$ cat src/rtl/crop_roi_sequencer_pkg.sv
// Shared types, default geometry and clamp-limit helpers for the crop ROI sequencer.
package crop_ctl_pkg;

  function automatic int id_width(input int n);
    return (n > 1) ? $clog2(n) : 1;
  endfunction

  // Largest legal top-left corner; X is one lower because the filter keeps x in (X1, X1+OUT_COLS].
  function automatic int roi_y_max(input int in_rows, input int out_rows);
    return in_rows - out_rows;
  endfunction

  function automatic int roi_x_max(input int in_cols, input int out_cols);
    return in_cols - out_cols - 1;
  endfunction

  localparam int DEF_NUM_REQ  = 2;
  localparam int DEF_IN_ROWS  = 40;
  localparam int DEF_IN_COLS  = 40;
  localparam int DEF_OUT_ROWS = 20;
  localparam int DEF_OUT_COLS = 20;
  localparam int RW           = 10;
  localparam int CW           = 10;
  localparam int FRAME_PIX    = DEF_IN_ROWS * DEF_IN_COLS;
  localparam int PIXCNT_W     = $clog2(FRAME_PIX);
  localparam int REQ_ID_W     = id_width(DEF_NUM_REQ);

  typedef enum logic [1:0] {IDLE, LOAD, RUN, FLUSH} state_e;

endpackage

$ cat src/rtl/crop_roi_sequencer_rr_arbiter.sv
// Round-robin pick among N requesters; the pointer advances past the winner on accept.
module rr_arbiter #(
  parameter int N   = 2,
  parameter int IDW = 1
) (
  input  logic           clk,
  input  logic           reset,
  input  logic [N-1:0]   req,
  input  logic           advance,
  output logic [N-1:0]   grant,
  output logic [IDW-1:0] grant_id
);

  logic [IDW-1:0] ptr_q, ptr_d;
  logic           found;

  always_comb begin
    found    = 1'b0;
    grant_id = '0;
    for (int k = 0; k < N; k++) begin
      if (!found && req[(int'(ptr_q) + k) % N]) begin
        found    = 1'b1;
        grant_id = IDW'((int'(ptr_q) + k) % N);
      end
    end
  end

  for (genvar gi = 0; gi < N; gi++) begin : g_grant
    assign grant[gi] = found && (grant_id == IDW'(gi));
  end

  always_comb begin
    ptr_d = ptr_q;
    if (advance) begin
      ptr_d = (grant_id == IDW'(N - 1)) ? '0 : grant_id + 1'b1;
    end
  end

  always_ff @(posedge clk) begin
    if (reset) begin
      ptr_q <= '0;
    end else begin
      ptr_q <= ptr_d;
    end
  end

endmodule

$ cat src/rtl/crop_roi_sequencer.sv
// Frame-level controller for crop_filter: grants one ROI per frame, loads Y1/X1,
// gates one frame of pixels, then pulses the filter reset.
module crop_roi_sequencer
  import crop_ctl_pkg::*;
#(
  parameter int NUM_REQ          = DEF_NUM_REQ,
  parameter int IN_ROWS          = DEF_IN_ROWS,
  parameter int IN_COLS          = DEF_IN_COLS,
  parameter int OUT_ROWS         = DEF_OUT_ROWS,
  parameter int OUT_COLS         = DEF_OUT_COLS,
  parameter int IMG_ROW_BITWIDTH = RW,
  parameter int IMG_COL_BITWIDTH = CW
) (
  input  logic                                                   clk,
  input  logic                                                   reset,
  input  logic [NUM_REQ*(IMG_ROW_BITWIDTH+IMG_COL_BITWIDTH)-1:0] req_roi_TDATA,
  input  logic [NUM_REQ-1:0]                                     req_roi_TVALID,
  output logic [NUM_REQ-1:0]                                     req_roi_TREADY,
  input  logic                                                   up_pix_TVALID,
  output logic                                                   up_pix_TREADY,
  output logic                                                   flt_pix_TVALID,
  input  logic                                                   flt_pix_TREADY,
  output logic [IMG_ROW_BITWIDTH-1:0]                            crop_Y1_TDATA,
  output logic                                                   crop_Y1_TVALID,
  input  logic                                                   crop_Y1_TREADY,
  output logic [IMG_COL_BITWIDTH-1:0]                            crop_X1_TDATA,
  output logic                                                   crop_X1_TVALID,
  input  logic                                                   crop_X1_TREADY,
  output logic                                                   flt_reset,
  output logic                                                   frame_done,
  output logic [id_width(NUM_REQ)-1:0]                           frame_req_id,
  output logic                                                   roi_clamped,
  output logic                                                   busy
);

  localparam int YW    = IMG_ROW_BITWIDTH;
  localparam int XW    = IMG_COL_BITWIDTH;
  localparam int DW    = YW + XW;
  localparam int MW    = ((YW > XW) ? YW : XW) + 1;
  localparam int NPIX  = IN_ROWS * IN_COLS;
  localparam int CNT_W = $clog2(NPIX);
  localparam int IDW   = id_width(NUM_REQ);

  localparam logic [MW-1:0]    Y_LIM    = MW'(roi_y_max(IN_ROWS, OUT_ROWS));
  localparam logic [MW-1:0]    X_LIM    = MW'(roi_x_max(IN_COLS, OUT_COLS));
  localparam logic [CNT_W-1:0] LAST_PIX = CNT_W'(NPIX - 1);

  state_e             state_q, state_d;
  logic [YW-1:0]      y1_q, y1_d;
  logic [XW-1:0]      x1_q, x1_d;
  logic               y1_vld_q, y1_vld_d;
  logic               x1_vld_q, x1_vld_d;
  logic [CNT_W-1:0]   cnt_q, cnt_d;
  logic [IDW-1:0]     id_q, id_d;
  logic               flush_q, flush_d;
  logic               clamped_q, clamped_d;

  logic [NUM_REQ-1:0] grant;
  logic [IDW-1:0]     grant_id;
  logic [DW-1:0]      req_word [NUM_REQ];
  logic [DW-1:0]      win_word;
  logic [YW-1:0]      y_raw;
  logic [XW-1:0]      x_raw;
  logic               y_over, x_over;
  logic               in_idle, in_run, req_hs, pix_hs;

  for (genvar gi = 0; gi < NUM_REQ; gi++) begin : g_unpack
    assign req_word[gi] = req_roi_TDATA[gi*DW +: DW];
  end

  rr_arbiter #(.N(NUM_REQ), .IDW(IDW)) u_arb (
    .clk      (clk),
    .reset    (reset),
    .req      (req_roi_TVALID),
    .advance  (req_hs),
    .grant    (grant),
    .grant_id (grant_id)
  );

  // Gates are also closed while reset is held so nothing handshakes during a flush-by-reset.
  assign in_idle = (state_q == IDLE) && !reset;
  assign in_run  = (state_q == RUN) && !reset;
  assign req_roi_TREADY = in_idle ? grant : '0;
  assign req_hs  = in_idle && (|grant);
  assign pix_hs  = in_run && up_pix_TVALID && flt_pix_TREADY;

  assign win_word = req_word[grant_id];
  assign y_raw    = win_word[DW-1:XW];
  assign x_raw    = win_word[XW-1:0];
  assign y_over   = MW'(y_raw) > Y_LIM;
  assign x_over   = MW'(x_raw) > X_LIM;

  always_comb begin
    state_d   = state_q;
    y1_d      = y1_q;
    x1_d      = x1_q;
    y1_vld_d  = y1_vld_q;
    x1_vld_d  = x1_vld_q;
    cnt_d     = cnt_q;
    id_d      = id_q;
    flush_d   = 1'b0;
    clamped_d = 1'b0;
    case (state_q)
      IDLE: begin
        if (req_hs) begin
          y1_d      = y_over ? YW'(Y_LIM) : y_raw;
          x1_d      = x_over ? XW'(X_LIM) : x_raw;
          id_d      = grant_id;
          clamped_d = y_over || x_over;
          y1_vld_d  = 1'b1;
          x1_vld_d  = 1'b1;
          state_d   = LOAD;
        end
      end
      LOAD: begin
        if (y1_vld_q && crop_Y1_TREADY) y1_vld_d = 1'b0;
        if (x1_vld_q && crop_X1_TREADY) x1_vld_d = 1'b0;
        if (!y1_vld_d && !x1_vld_d) state_d = RUN;
      end
      RUN: begin
        if (pix_hs) begin
          if (cnt_q == LAST_PIX) begin
            cnt_d   = '0;
            flush_d = 1'b1;
            state_d = FLUSH;
          end else begin
            cnt_d = cnt_q + 1'b1;
          end
        end
      end
      FLUSH:   state_d = IDLE;
      default: state_d = IDLE;
    endcase
  end

  always_ff @(posedge clk) begin
    if (reset) begin
      state_q   <= IDLE;
      y1_q      <= '0;
      x1_q      <= '0;
      y1_vld_q  <= 1'b0;
      x1_vld_q  <= 1'b0;
      cnt_q     <= '0;
      id_q      <= '0;
      flush_q   <= 1'b0;
      clamped_q <= 1'b0;
    end else begin
      state_q   <= state_d;
      y1_q      <= y1_d;
      x1_q      <= x1_d;
      y1_vld_q  <= y1_vld_d;
      x1_vld_q  <= x1_vld_d;
      cnt_q     <= cnt_d;
      id_q      <= id_d;
      flush_q   <= flush_d;
      clamped_q <= clamped_d;
    end
  end

  assign up_pix_TREADY  = flt_pix_TREADY && in_run;
  assign flt_pix_TVALID = up_pix_TVALID && in_run;
  assign crop_Y1_TDATA  = y1_q;
  assign crop_Y1_TVALID = y1_vld_q;
  assign crop_X1_TDATA  = x1_q;
  assign crop_X1_TVALID = x1_vld_q;
  assign flt_reset      = reset || flush_q;
  assign frame_done     = flush_q;
  assign frame_req_id   = id_q;
  assign roi_clamped    = clamped_q;
  assign busy           = (state_q != IDLE);

endmodule

$ cat config.mk
export PLATFORM = sky130hd
export DESIGN_NAME = crop_roi_sequencer
export DESIGN_NICKNAME = d
export VERILOG_FILES = /design/src/rtl/crop_roi_sequencer_pkg.sv /design/src/rtl/crop_roi_sequencer_rr_arbiter.sv /design/src/rtl/crop_roi_sequencer.sv
export SDC_FILE = /design/constraint.sdc
export NUM_CORES = 1
export LEC_CHECK = 0
export CORE_MARGIN = 2
export CORE_UTILIZATION = 39
export DETAILED_ROUTE_END_ITERATION = 8
export PLACE_DENSITY = 0.76
export SLEW_MARGIN = 25
export SYNTH_ARGS = -nofsm -noshare
export SYNTH_HDL_FRONTEND = slang
export SYNTH_HIERARCHICAL = 1
export SYNTH_SLANG_ARGS = --single-unit
$ cat constraint.sdc
create_clock -name clk -period 1.8 [get_ports clk]
set_clock_uncertainty 0.2 [all_clocks]
set_input_delay 0.54 -clock clk [delete_from_list [all_inputs] [get_ports clk]]
set_output_delay 0.54 -clock clk [all_outputs]
set_load 0.02 [all_outputs]
==> impl_metrics.csv <==
group,metric,value,unit
grt,grt_max_degree,21,
cts,clkTransAtPathRegs,80,ps
cts,clk_latency,300,ps
critical_path,path_class,"input pin to register",
logic_synthesis,synthArstFlopShare,0,%
logic_synthesis,syn_area,0.001958,mm2
logic_synthesis,ys_seq_elements,39,
critical_path,cp.required,1770,ps
sta,fin_crit_sh,112.6,%
power_and_ir_drop,p_leak,1.565,nW
placed_design,dp_hpwl,3.859,mm
critical_path,r2r_start,"u_arb/ptr_q",
finish,design_area,0.003505,mm2
finish,fin_cells,394,
placed_design,gp_congestion,0.8117,
critical_path,worstPathArrival,2000,ps
critical_path,rr_worst_depth,8,
logic_synthesis,ys_seq_area_share,39.87,%
sta,setup_slack,-226.7,ps
logic_synthesis,synthTopCellsByArea,"dfxtp_1 (40%), mux2i_1 (5.1%), nor2_1 (4.6%), nor4_4 (4.3%), xnor2_1 (4.0%)",
logic_synthesis,synth_cell_types,50,
logic_synthesis,synth_edf_count,0,
run,maxCapViolations,0,
placed_design,dpl-instance-area,0.003012,mm2
route,drt-initial-drc-count,88,
finish,final_nets,378,
finish,drive_gt1_share,35.47,%
critical_path,startpoint_type,"input pin",
logic_synthesis,synth_top_cells_by_count,"dfxtp_1 (39), nor2_1 (24), and3_1 (12)",
critical_path,cp_max_fo,6,
finish,syn_to_final_growth,78.98,%
sta,rsz0062_at_grt,"true",
sta,slew_headroom,75.51,%
power_and_ir_drop,p_per_area,883.0,mW/mm2
grt,grt.met2_usage,35.48,%
grt,grt.busiest_layer,"met2",
cts,clock_path_buffers,2,
die,core_area,0.004786,mm2
status,outcome,"finished, violations left",
critical_path,timing.rr.end,"crop_Y1_TDATA[2]",
worst_hold_path,hold_path_class,"register to register",
cts,cts_root_buffer,"clkbuf_8",
route,wire_per_inst,14.56,um
logic_synthesis,synth_nets,259,
sta,fin_crit,2027,ps
sta,tightest_slew,366.3,ps
grt,grtUsageMet1,25.64,%
grt,grt_pass1_wl,8.907,mm
sta,setup_viol,20,
route,drcViolationCount,0,
status,violations,"negative setup slack",
route,first_pass_iters,4,
sta,clock.fmax,0.4934,GHz
cts,clkSinkCount,39,
cts,numCtsBuffers,5,
route,vias_per_cell,4.992,
critical_path,cp-end-kind,"register",
placed_design,io_buffers,78,
cts,postCtsHoldBufs,0,
route,finalWirelength,5.737,mm
power_and_ir_drop,peakVddDrop,0.4622,mV
logic_synthesis,netlist.area_leader.share,39.87,%
grt,met3_usage,6.827,%
die,boundaryPins,79,
logic_synthesis,yosysTopAreaCell,"dfxtp_1",
die,dieArea,0.005603,mm2
die,fp-row-count,25,
route,ant_nets,0,
worst_hold_path,hp-start,"crop_Y1_TDATA[4]",
grt,grt_usage,21.15,%
sta,slew_violations,0,
cts,cts_tree,"built",
cts,htree_num_levels,2,
finish,n_antenna_cell,0,
sta,tns,-2264,ps
worst_hold_path,whs_path_depth,2,
logic_synthesis,yosys_warnings,6,
placed_design,dpl.cell_count,371,
finish,final_util,73.23,%
logic_synthesis,syn_area_per_cell,9.460,um2
logic_synthesis,synth.most_common_cell,"dfxtp_1",
route,num_vias,1967,
grt,antenna_found_initial,0,
grt,overflow,0,
critical_path,r2r_slack,-220,ps
logic_synthesis,syn_inst,207,
logic_synthesis,synthFlopType,"dfxtp_1",
die,die_w,74.86,um
worst_hold_path,hold_path_end,"crop_Y1_TDATA[4]",
sta,hold_viol,0,
die,initial_core_util,40.92,%
grt,grt_pass1_vias,1928,
die,die_h,74.86,um
[worst max-delay path by stage]
stage / slack (ps) / startpoint / to
3_5_place_dp: -1000 / req_roi_TVALID[0] / req_roi_TREADY[0]
3_3_place_gp: -970 / req_roi_TVALID[0] / req_roi_TREADY[0]
2_1_floorplan: -80 / req_roi_TVALID[0] / crop_Y1_TDATA[2]
6_report: -230 / req_roi_TVALID[1] / crop_Y1_TDATA[2]
5_1_grt: -290 / u_arb/ptr_q / roi_clamped
4_1_cts: -210 / state_q[0] / up_pix_TREADY
[timing repair]
action / 4_1_cts / 5_1_grt
buffers inserted: 11 / 5
gates resized for setup: 120 / 26
setup endpoints to repair: 70 / 45
gates cloned: 1 / 0
pin swaps: 25 / 17
[through the flow]
step / worst slack [ps] / power, mW / hold slack [ps]
after global placement: -970.5 / 1.948 / 244.8
after floorplan: -77.90 / 1.480 / 254.7
after global routing: -285.2 / 3.269 / 278.8
after CTS: -206.8 / 3.037 / 269.1
final: -226.7 / 3.094 / 267.3
after detailed placement: -996.1 / 1.976 / 262.2
[final cells by class]
cell class	instances	area [um2]
clock buffer	5	68.82
clock inverter	3	67.56
fill	343	1281
inverter	11	45.04
multi-input combinational	147	1306
sequential	39	784.5
tap	67	83.83
timing repair buffer	121	1141
timing repair inverter	1	7.507
[metal layers]
layer	up-vias	routed length, um
met4	0	110
met1	932	2310
li1	965	-
met3	10	284
met5	-	0
met2	60	3032
[worst max-delay path, cell delays in order]
cell and delay [ps]:
clkdlybuf4s15_2 200, buf_4 140, and2_4 170, buf_6 150
o211ai_1 170, o311ai_4 160, a22oi_2 330, a31oi_1 130
[where the power goes]
part,switching [mW],internal [mW]
logic,0.559,0.674
clock network,0.319,0.553
registers,0.0470,0.943
[placed cells by master, fill, tap and decap left out, types with 4 or more instances in the layout]
master           netlist  routed
clkdlybuf4s50_1        0      39
dfxtp_1               39      36
dlygate4sd2_1          0      29
buf_4                  2      29
nor2_1                24      22
buf_6                  2      18
nand2_1               11      11
and3_1                12      10
xnor2_1                9       8
mux2i_1               10       8
inv_1                 11       7
a21oi_1                7       6
and2_4                 0       5
nor4_4                 4       5
clkbuf_8               1       5
o21ai_0                6       4
[cell families (layout without fill, tap and decap cells)]
logic type	count (synthesis)	after routing	synth area share (%)
AND/OR/NAND/NOR	87	87	28.69
multiplexers	12	12	6.262
buffers and inverters	21	141	5.750
adder cells (fa/ha/maj)	4	4	2.556
flip-flops	39	39	39.87
XOR/XNOR	10	10	4.473
AO/OA/AOI/OAI	34	34	12.40
[registers in the layout, summed over array words and instances, names as in the netlist]
| name | flops |
|---|---|
| cnt_q | 11 |
| crop_X1_TDATA | 10 |
| crop_Y1_TDATA | 10 |
| state_q | 2 |
| crop_X1_TVALID | 1 |
| crop_Y1_TVALID | 1 |
| frame_done | 1 |
| frame_req_id | 1 |
| roi_clamped | 1 |
| u_arb/ptr_q | 1 |
Note: power is estimated with default switching activity, not from simulation.
